[src/rtl/fetch_pc_sequencer.sv]
// Purpose: owns the fetch PC, picks the next PC and tracks kernel mode; also drives the pipeline flushes and the $k0 return-address write.
// Latency: pc, kernel and k0_we/k0_data are registered (1 cycle); flush_if, flush_id and irq_ack are combinational in the deciding cycle.
// Backpressure: stall holds pc and suppresses every redirect except a branch resolved in EX.
//
// Ports:
//   clk, reset (async, active-low)   clock and reset
//   irq_in                          asynchronous level interrupt request
//   stall, id_valid, id_pc, id_undef, jump_req/jump_target,
//   eret_req/eret_target, branch_req/branch_target   redirect inputs
//   pc, pc_plus4                    fetch address and its successor
//   kernel                          set while inside a handler; masks the interrupt
//   flush_if, flush_id              kill the IF/ID and ID/EX latches
//   k0_we, k0_data                  one-cycle write of the return address to $k0
//   irq_ack                         pulses when an interrupt is accepted
module fetch_pc_sequencer #(
  parameter logic [31:0] RESET_VEC   = 32'h0000_0000,
  parameter logic [31:0] IRQ_VEC     = 32'h0000_0004,
  parameter logic [31:0] EXC_VEC     = 32'h0000_0008,
  parameter int          SYNC_STAGES = 2
) (
  input  logic        clk,
  input  logic        reset,
  input  logic        irq_in,
  input  logic        stall,
  input  logic        id_valid,
  input  logic [31:0] id_pc,
  input  logic        id_undef,
  input  logic        jump_req,
  input  logic [31:0] jump_target,
  input  logic        eret_req,
  input  logic [31:0] eret_target,
  input  logic        branch_req,
  input  logic [31:0] branch_target,
  output logic [31:0] pc,
  output logic [31:0] pc_plus4,
  output logic        kernel,
  output logic        flush_if,
  output logic        flush_id,
  output logic        k0_we,
  output logic [31:0] k0_data,
  output logic        irq_ack
);

  logic [SYNC_STAGES-1:0] sync_q, sync_d;
  logic [31:0]            pc_q, pc_d;
  logic                   kernel_q, kernel_d;
  logic                   k0_we_q, k0_we_d;
  logic [31:0]            k0_data_q, k0_data_d;
  logic                   flush_if_c, flush_id_c, irq_ack_c;
  logic                   irq_s, irq_pend, exc_take, irq_take;

  assign sync_d   = {sync_q[SYNC_STAGES-2:0], irq_in};
  assign irq_s    = sync_q[SYNC_STAGES-1];
  // Level-sensitive: the handler must clear the timer before returning.
  assign irq_pend = irq_s & ~kernel_q;
  assign exc_take = id_valid & id_undef & ~stall;
  assign irq_take = irq_pend & id_valid & ~stall;

  always_comb begin
    pc_d       = pc_q + 32'd4;
    kernel_d   = kernel_q;
    k0_we_d    = 1'b0;
    k0_data_d  = k0_data_q;
    flush_if_c = 1'b0;
    flush_id_c = 1'b0;
    irq_ack_c  = 1'b0;
    if (branch_req) begin
      // A resolved branch kills everything younger, including a stalled ID.
      pc_d       = branch_target;
      flush_if_c = 1'b1;
      flush_id_c = 1'b1;
    end else if (exc_take) begin
      // Return skips the offending instruction.
      pc_d       = EXC_VEC;
      kernel_d   = 1'b1;
      k0_we_d    = 1'b1;
      k0_data_d  = id_pc + 32'd4;
      flush_if_c = 1'b1;
      flush_id_c = 1'b1;
    end else if (irq_take) begin
      // Return re-executes the interrupted ID instruction.
      pc_d       = IRQ_VEC;
      kernel_d   = 1'b1;
      k0_we_d    = 1'b1;
      k0_data_d  = id_pc;
      irq_ack_c  = 1'b1;
      flush_if_c = 1'b1;
      flush_id_c = 1'b1;
    end else if (eret_req && !stall) begin
      pc_d       = eret_target;
      kernel_d   = 1'b0;
      flush_if_c = 1'b1;
    end else if (jump_req && !stall) begin
      pc_d       = jump_target;
      flush_if_c = 1'b1;
    end else if (stall) begin
      pc_d = pc_q;
    end
  end

  always_ff @(posedge clk or negedge reset) begin
    if (!reset) begin
      sync_q    <= '0;
      pc_q      <= RESET_VEC;
      kernel_q  <= 1'b0;
      k0_we_q   <= 1'b0;
      k0_data_q <= 32'd0;
    end else begin
      sync_q    <= sync_d;
      pc_q      <= pc_d;
      kernel_q  <= kernel_d;
      k0_we_q   <= k0_we_d;
      k0_data_q <= k0_data_d;
    end
  end

  assign pc       = pc_q;
  assign pc_plus4 = pc_q + 32'd4;
  assign kernel   = kernel_q;
  assign k0_we    = k0_we_q;
  assign k0_data  = k0_data_q;
  // Combinational strobes are held quiet while reset is asserted.
  assign flush_if = flush_if_c & reset;
  assign flush_id = flush_id_c & reset;
  assign irq_ack  = irq_ack_c & reset;

endmodule

[config.mk]
export PLATFORM = sky130hd
export DESIGN_NAME = fetch_pc_sequencer
export DESIGN_NICKNAME = d
export VERILOG_FILES = /design/src/rtl/fetch_pc_sequencer.sv
export SDC_FILE = /design/constraint.sdc
export NUM_CORES = 1
export LEC_CHECK = 0
export CORE_MARGIN = 5
export CORE_UTILIZATION = 40
export CTS_CLUSTER_DIAMETER = 120
export DETAILED_ROUTE_END_ITERATION = 7
export PLACE_DENSITY = 0.78
export SETUP_SLACK_MARGIN = 0.15
export SLEW_MARGIN = 20
export SYNTH_ARGS = -nofsm -noshare
export SYNTH_HDL_FRONTEND = slang
export SYNTH_SLANG_ARGS = --single-unit
[constraint.sdc]
create_clock -name clk -period 2.35 [get_ports clk]
set_clock_uncertainty 0.2 [all_clocks]
set_input_delay 0.235 -clock clk [delete_from_list [all_inputs] [get_ports clk]]
set_output_delay 0.235 -clock clk [all_outputs]
set_load 0.02 [all_outputs]
# --- Word level (Yosys, flattened, before mapping) ---
# Index checks and enable logic that the tools add are counted.
totals:
  latchBits: 0
  inputBits: 137
  romBits: 0
  ram_bits: 0
  reg_bits: 68
  out_inout_bits: 101
  memories: 0
classes:
  reduce_logical: 7
  mul: 0
  n_div: 0
  muxes: 22
  n_lt_le_gt_ge: 0
  addsub: 2
  shifts: 0
  n_eq_ne: 1
  bitwise: 11
op_table:
  columns: ["op", "n"]
  rows:
  - ["2-to-1 mux 32 bit", 8]
  - ["adder 32 x 3 -> 32 bit, second input constant", 2]
  - ["2-to-1 mux 1 bit", 14]
  - ["AND 1 bit", 8]
  - ["!= test 6 x 1 -> 1 bit, second input constant", 1]
  - ["AND reduction 2 bit", 2]
  - ["NOT 1 bit", 3]
  - ["nonzero test 3 bit", 1]
  - ["logical AND 1 bit", 2]
  - ["nonzero test 2 bit", 1]
  - ["zero test 1 bit", 1]

# --- Depth between registers and ports, before layout ---
depth:
  depth_word: 8
  ltp_mapped: 8
  ltp_nobuf: 6

# --- Least setup slack after synthesis ---
# Ideal clock, no wire load.
synth_timing:
  path_kind: "register -> output"
  start: "register pc_q[11] (netlist: pc[11])"
  end: "output port pc_plus4[29]"
  setup_slack_ns: 0.031
  path_stages_with_launch: 7
  t_required_ns: 1.915
  arrival_time_ns: 1.884
  cell_sequence: "dfrtp_1 -> buf_2 -> and4_1 -> nand4_1 -> nor3_2 -> nand2_1 -> xnor2_1"
synth_via:
  elab_chain_len: 1
synth_lines:
  columns: ["element", "line_no", "source"]
  rows:
  - ["start, declared", "45", "logic [31:0] pc_q, pc_d;"]
  - ["start signal, assigned", "110", "pc_q <= pc_d;"]
  - ["adder 32 x 3 -> 32 bit", "118", "assign pc_plus4 = pc_q + 32'd4;"]
  - ["end, declared", "35", "output logic [31:0] pc_plus4,"]
# Every way passes these cells.

# --- Final worst setup path ---
layout_timing:
  start: "register pc_q[2] (netlist: pc[2])"
  end: "output port pc_plus4[21]"
# Same word-level chain as after synthesis.

==> flow_metrics.env <==
export IMPL_pre_cts_ws_ns=-0.249
export IMPL_clk_pin_slew_ns=0.05
export IMPL_wl_mm=25.6
export IMPL_intPower_mw=3.21
export IMPL_cts_buffer_depth=2
export IMPL_ys_seq_area_share_pct=33.2
export IMPL_netlist_area_um2=5130
export IMPL_synth_top_area_cell="dfrtp_1"
export IMPL_status="finished with violations"
export IMPL_yosysMostFrequentCell="nand2_1"
export IMPL_dp_cells=1114
export IMPL_wl_per_cell_um=21.8
export IMPL_period_share_pct=106
export IMPL_clk_latency_ns=0.34
export IMPL_antenna_found_initial=0
export IMPL_grt_ovfl_total=0
export IMPL_synth_fp_nets=760
export IMPL_critPathArrivalTime_ns=2.05
export IMPL_cp_depth=7
export IMPL_cellLeakagePower_nw=4.26
export IMPL_final_util_pct=77.0
export IMPL_vias_per_cell=5.80
export IMPL_ant_nets=0
export IMPL_power_frac_seq_pct=29.5
export IMPL_slowest_delay_ns=0.42
export IMPL_rsz0062_at_grt="true"
export IMPL_power_switching_mw=1.87
export IMPL_critPathBufInv=3
export IMPL_synthFlopType="dfrtp_1"
export IMPL_max_slew_margin_pct=66.4
export IMPL_finalNetCount=1139
export IMPL_die_w_um=123
export IMPL_grt_pass1_wl_mm=36.2
export IMPL_cts_tree="built"
export IMPL_synth_common_cells="nand2_1, dfrtp_1, o21ai_0, xnor2_1, a21oi_1"
export IMPL_yosysWarnings=0
export IMPL_whs_ns=0.0827
export IMPL_report_final_slew_viol_count=0
export IMPL_fin_cells=1176
export IMPL_ys_async_sr_fraction_pct=100
export IMPL_cpMaxStageDelayCell="dfrtp_2"
export IMPL_dieArea_um2=15200
export IMPL_ios=238
export IMPL_drt_initial_drc_count=582
export IMPL_crit_top_cell="buf_4"
export IMPL_num_rows=41
export IMPL_fin_crit_ns=2.49
export IMPL_grt_use_total_pct=31.1
export IMPL_tightestPinTransition_ns=0.503
export IMPL_holdPathStages=3
export IMPL_p_total_mw=5.08
export IMPL_worst_slack_ns=-0.139
export IMPL_setup_viol=14
export IMPL_core_um2=12600
export IMPL_portBuffers=237
export IMPL_required_ns=1.91
export IMPL_cap_viol_max_count=0
export IMPL_worst_r2r_path_depth=7
export IMPL_start_kind="register"
export IMPL_synth_area_leaders="dfrtp_1, nand2_1, xnor2_1"
export IMPL_pwr_share_clk_pct=25.2
export IMPL_initial_core_util_pct=40.7
export IMPL_h_tree_depth=3
export IMPL_grt_pass1_vias=6705
export IMPL_synth_edf_count=0
export IMPL_die_y_um=123
export IMPL_critical_path_cell_chain="nand4_1 > buf_4 > buf_6 > nor4_4 > nand2_1 > xnor2_1 > buf_4"
export IMPL_cts_made_buffers=9
export IMPL_swShare_pct=36.8
export IMPL_synthesis_instances=620
export IMPL_hold_violations=0
export IMPL_cp_top_family="simple AND/OR/NAND/NOR gates"
export IMPL_clock_sinks=68
export IMPL_peakVddDrop_uv=346
export IMPL_via_count=6818
export IMPL_fillers=871
export IMPL_drc=0
export IMPL_synth_top_area_share_pct=33.2
export IMPL_synth_cell_types=69
export IMPL_dp_hpwl_mm=18.7
export IMPL_postSynthAreaPerCell_um2=8.27
export IMPL_clock_root_buffer="clkbuf_16"
export IMPL_grt_max_degree=64
export IMPL_cp_max_fo=5
export IMPL_clock_fmax_ghz=0.402
export IMPL_power_frac_comb_pct=45.3
export IMPL_layout_drive_gt1_share_pct=31.6
export IMPL_end_kind="primary output"
export IMPL_violations="setup timing"
export IMPL_power_per_cell_area_nw_per_um2=523
export IMPL_gp_congestion=0.961
export IMPL_areaGrowthSynthToFinish_pct=89.4
export IMPL_dr_pass1_iters=7
export IMPL_n_antenna_cell=0
export IMPL_synth_seq_cells=68
export IMPL_criticalPathCategory="reg -> out"
export IMPL_hp_class="in -> reg"
layer usage:
layer / up-vias / share of wire, % / GRT usage [%]
met5: - / 0 / 0
met3: 81 / 11 / 10.1
met1: 3265 / 37 / 36.8
li1: 3031 / - / -
met4: 0 / 3.5 / 10.5
met2: 441 / 48 / 53.3
state kept, by name, indices dropped and copies added, names as in the netlist:
name / cells
sync_q: 2
k0_data: 32
kernel: 1
pc: 32
k0_we: 1
cell usage in the layout (no fill, tap or decap), types with 8 or more instances in the layout:
cell	Yosys	layout
clkdlybuf4s50_1	0	201
buf_4	2	154
nand2_1	98	89
dfrtp_1	68	62
o21ai_0	44	42
buf_6	2	41
a21oi_1	29	29
xnor2_1	31	22
nor2_1	26	22
nand3_1	25	18
nand4_1	18	18
and3_1	19	17
inv_1	17	16
o21ai_1	13	15
xor2_1	22	14
and4_1	14	11
o221ai_1	11	11
nor4_2	9	10
clkbuf_16	0	10
xor2_2	1	9
a31oi_1	10	9
xnor2_2	0	8
mux2i_1	8	8
power groups by stage:
| stage | Sequential (mW) | Clock, mW | Combinational (mW) |
|---|---|---|---|
| after floorplan | 1.73 | 0 | 0.635 |
| after global placement | 1.49 | 0 | 2.06 |
| after detailed placement | 1.50 | 0 | 2.08 |
| after CTS | 1.49 | 1.29 | 2.14 |
| after global routing | 1.52 | 1.35 | 2.42 |
| final | 1.50 | 1.28 | 2.30 |
worst min-delay path: stages:
cell and delay [ns]:
buf_2 0.17, o21ai_0 0.11, nand2_1 0.06
final cells by class:
cell class	instances	area [µm²]	share of cell area [%]
Timing Repair Buffer	412	3800	39.1
Multi-Input combinational cell	490	3650	37.5
Sequential cell	68	1710	17.6
Clock buffer	10	229	2.36
Tap cell	172	215	2.21
Inverter	18	67.6	0.695
Clock inverter	6	48.8	0.502
through the flow:
step / setup TNS [ns] / cell area, µm²
final: -0.812 / 9720
after global routing: -2.13 / 9720
after CTS: -0.793 / 9140
after detailed placement: -4.40 / 8520
after global placement: -2.87 / 8520
after floorplan: 0 / 5170
kinds of logic after synthesis:
| logic type | Yosys count | share of synthesized area, % |
|---|---|---|
| XOR/XNOR | 54 | 9.37 |
| adder cells (fa/ha/maj) | 3 | 0.732 |
| AND/OR/NAND/NOR | 267 | 30.1 |
| buffers and inverters | 62 | 5.37 |
| multiplexers | 8 | 1.56 |
| flip-flops | 68 | 33.2 |
| AO/OA/AOI/OAI | 158 | 19.7 |
worst paths after layout:
check,from,endpoint,slack (ns)
setup / recovery,pc[2],pc_plus4[21],-0.14
hold / removal,branch_req,kernel,0.08
setup reg to reg,pc[2],pc[17],0.14
hold reg to reg,sync_q[0],sync_q[1],0.16
max in group asynchronous,reset,pc[2],1.18
min in group asynchronous,reset,k0_we,0.16
timing repair:
| item | 4_1_cts | 5_1_grt |
|---|---|---|
| pin swaps | 32 | 42 |
| resized for setup | 181 | 111 |
| hold endpoints to repair | 68 | 0 |
| endpoints found under the setup margin | 31 | 41 |
| setup buffers | 23 | 21 |
| cloned | 0 | 1 |
| hold buffers | 1 | 0 |
Power figures use the tool's default switching activity.
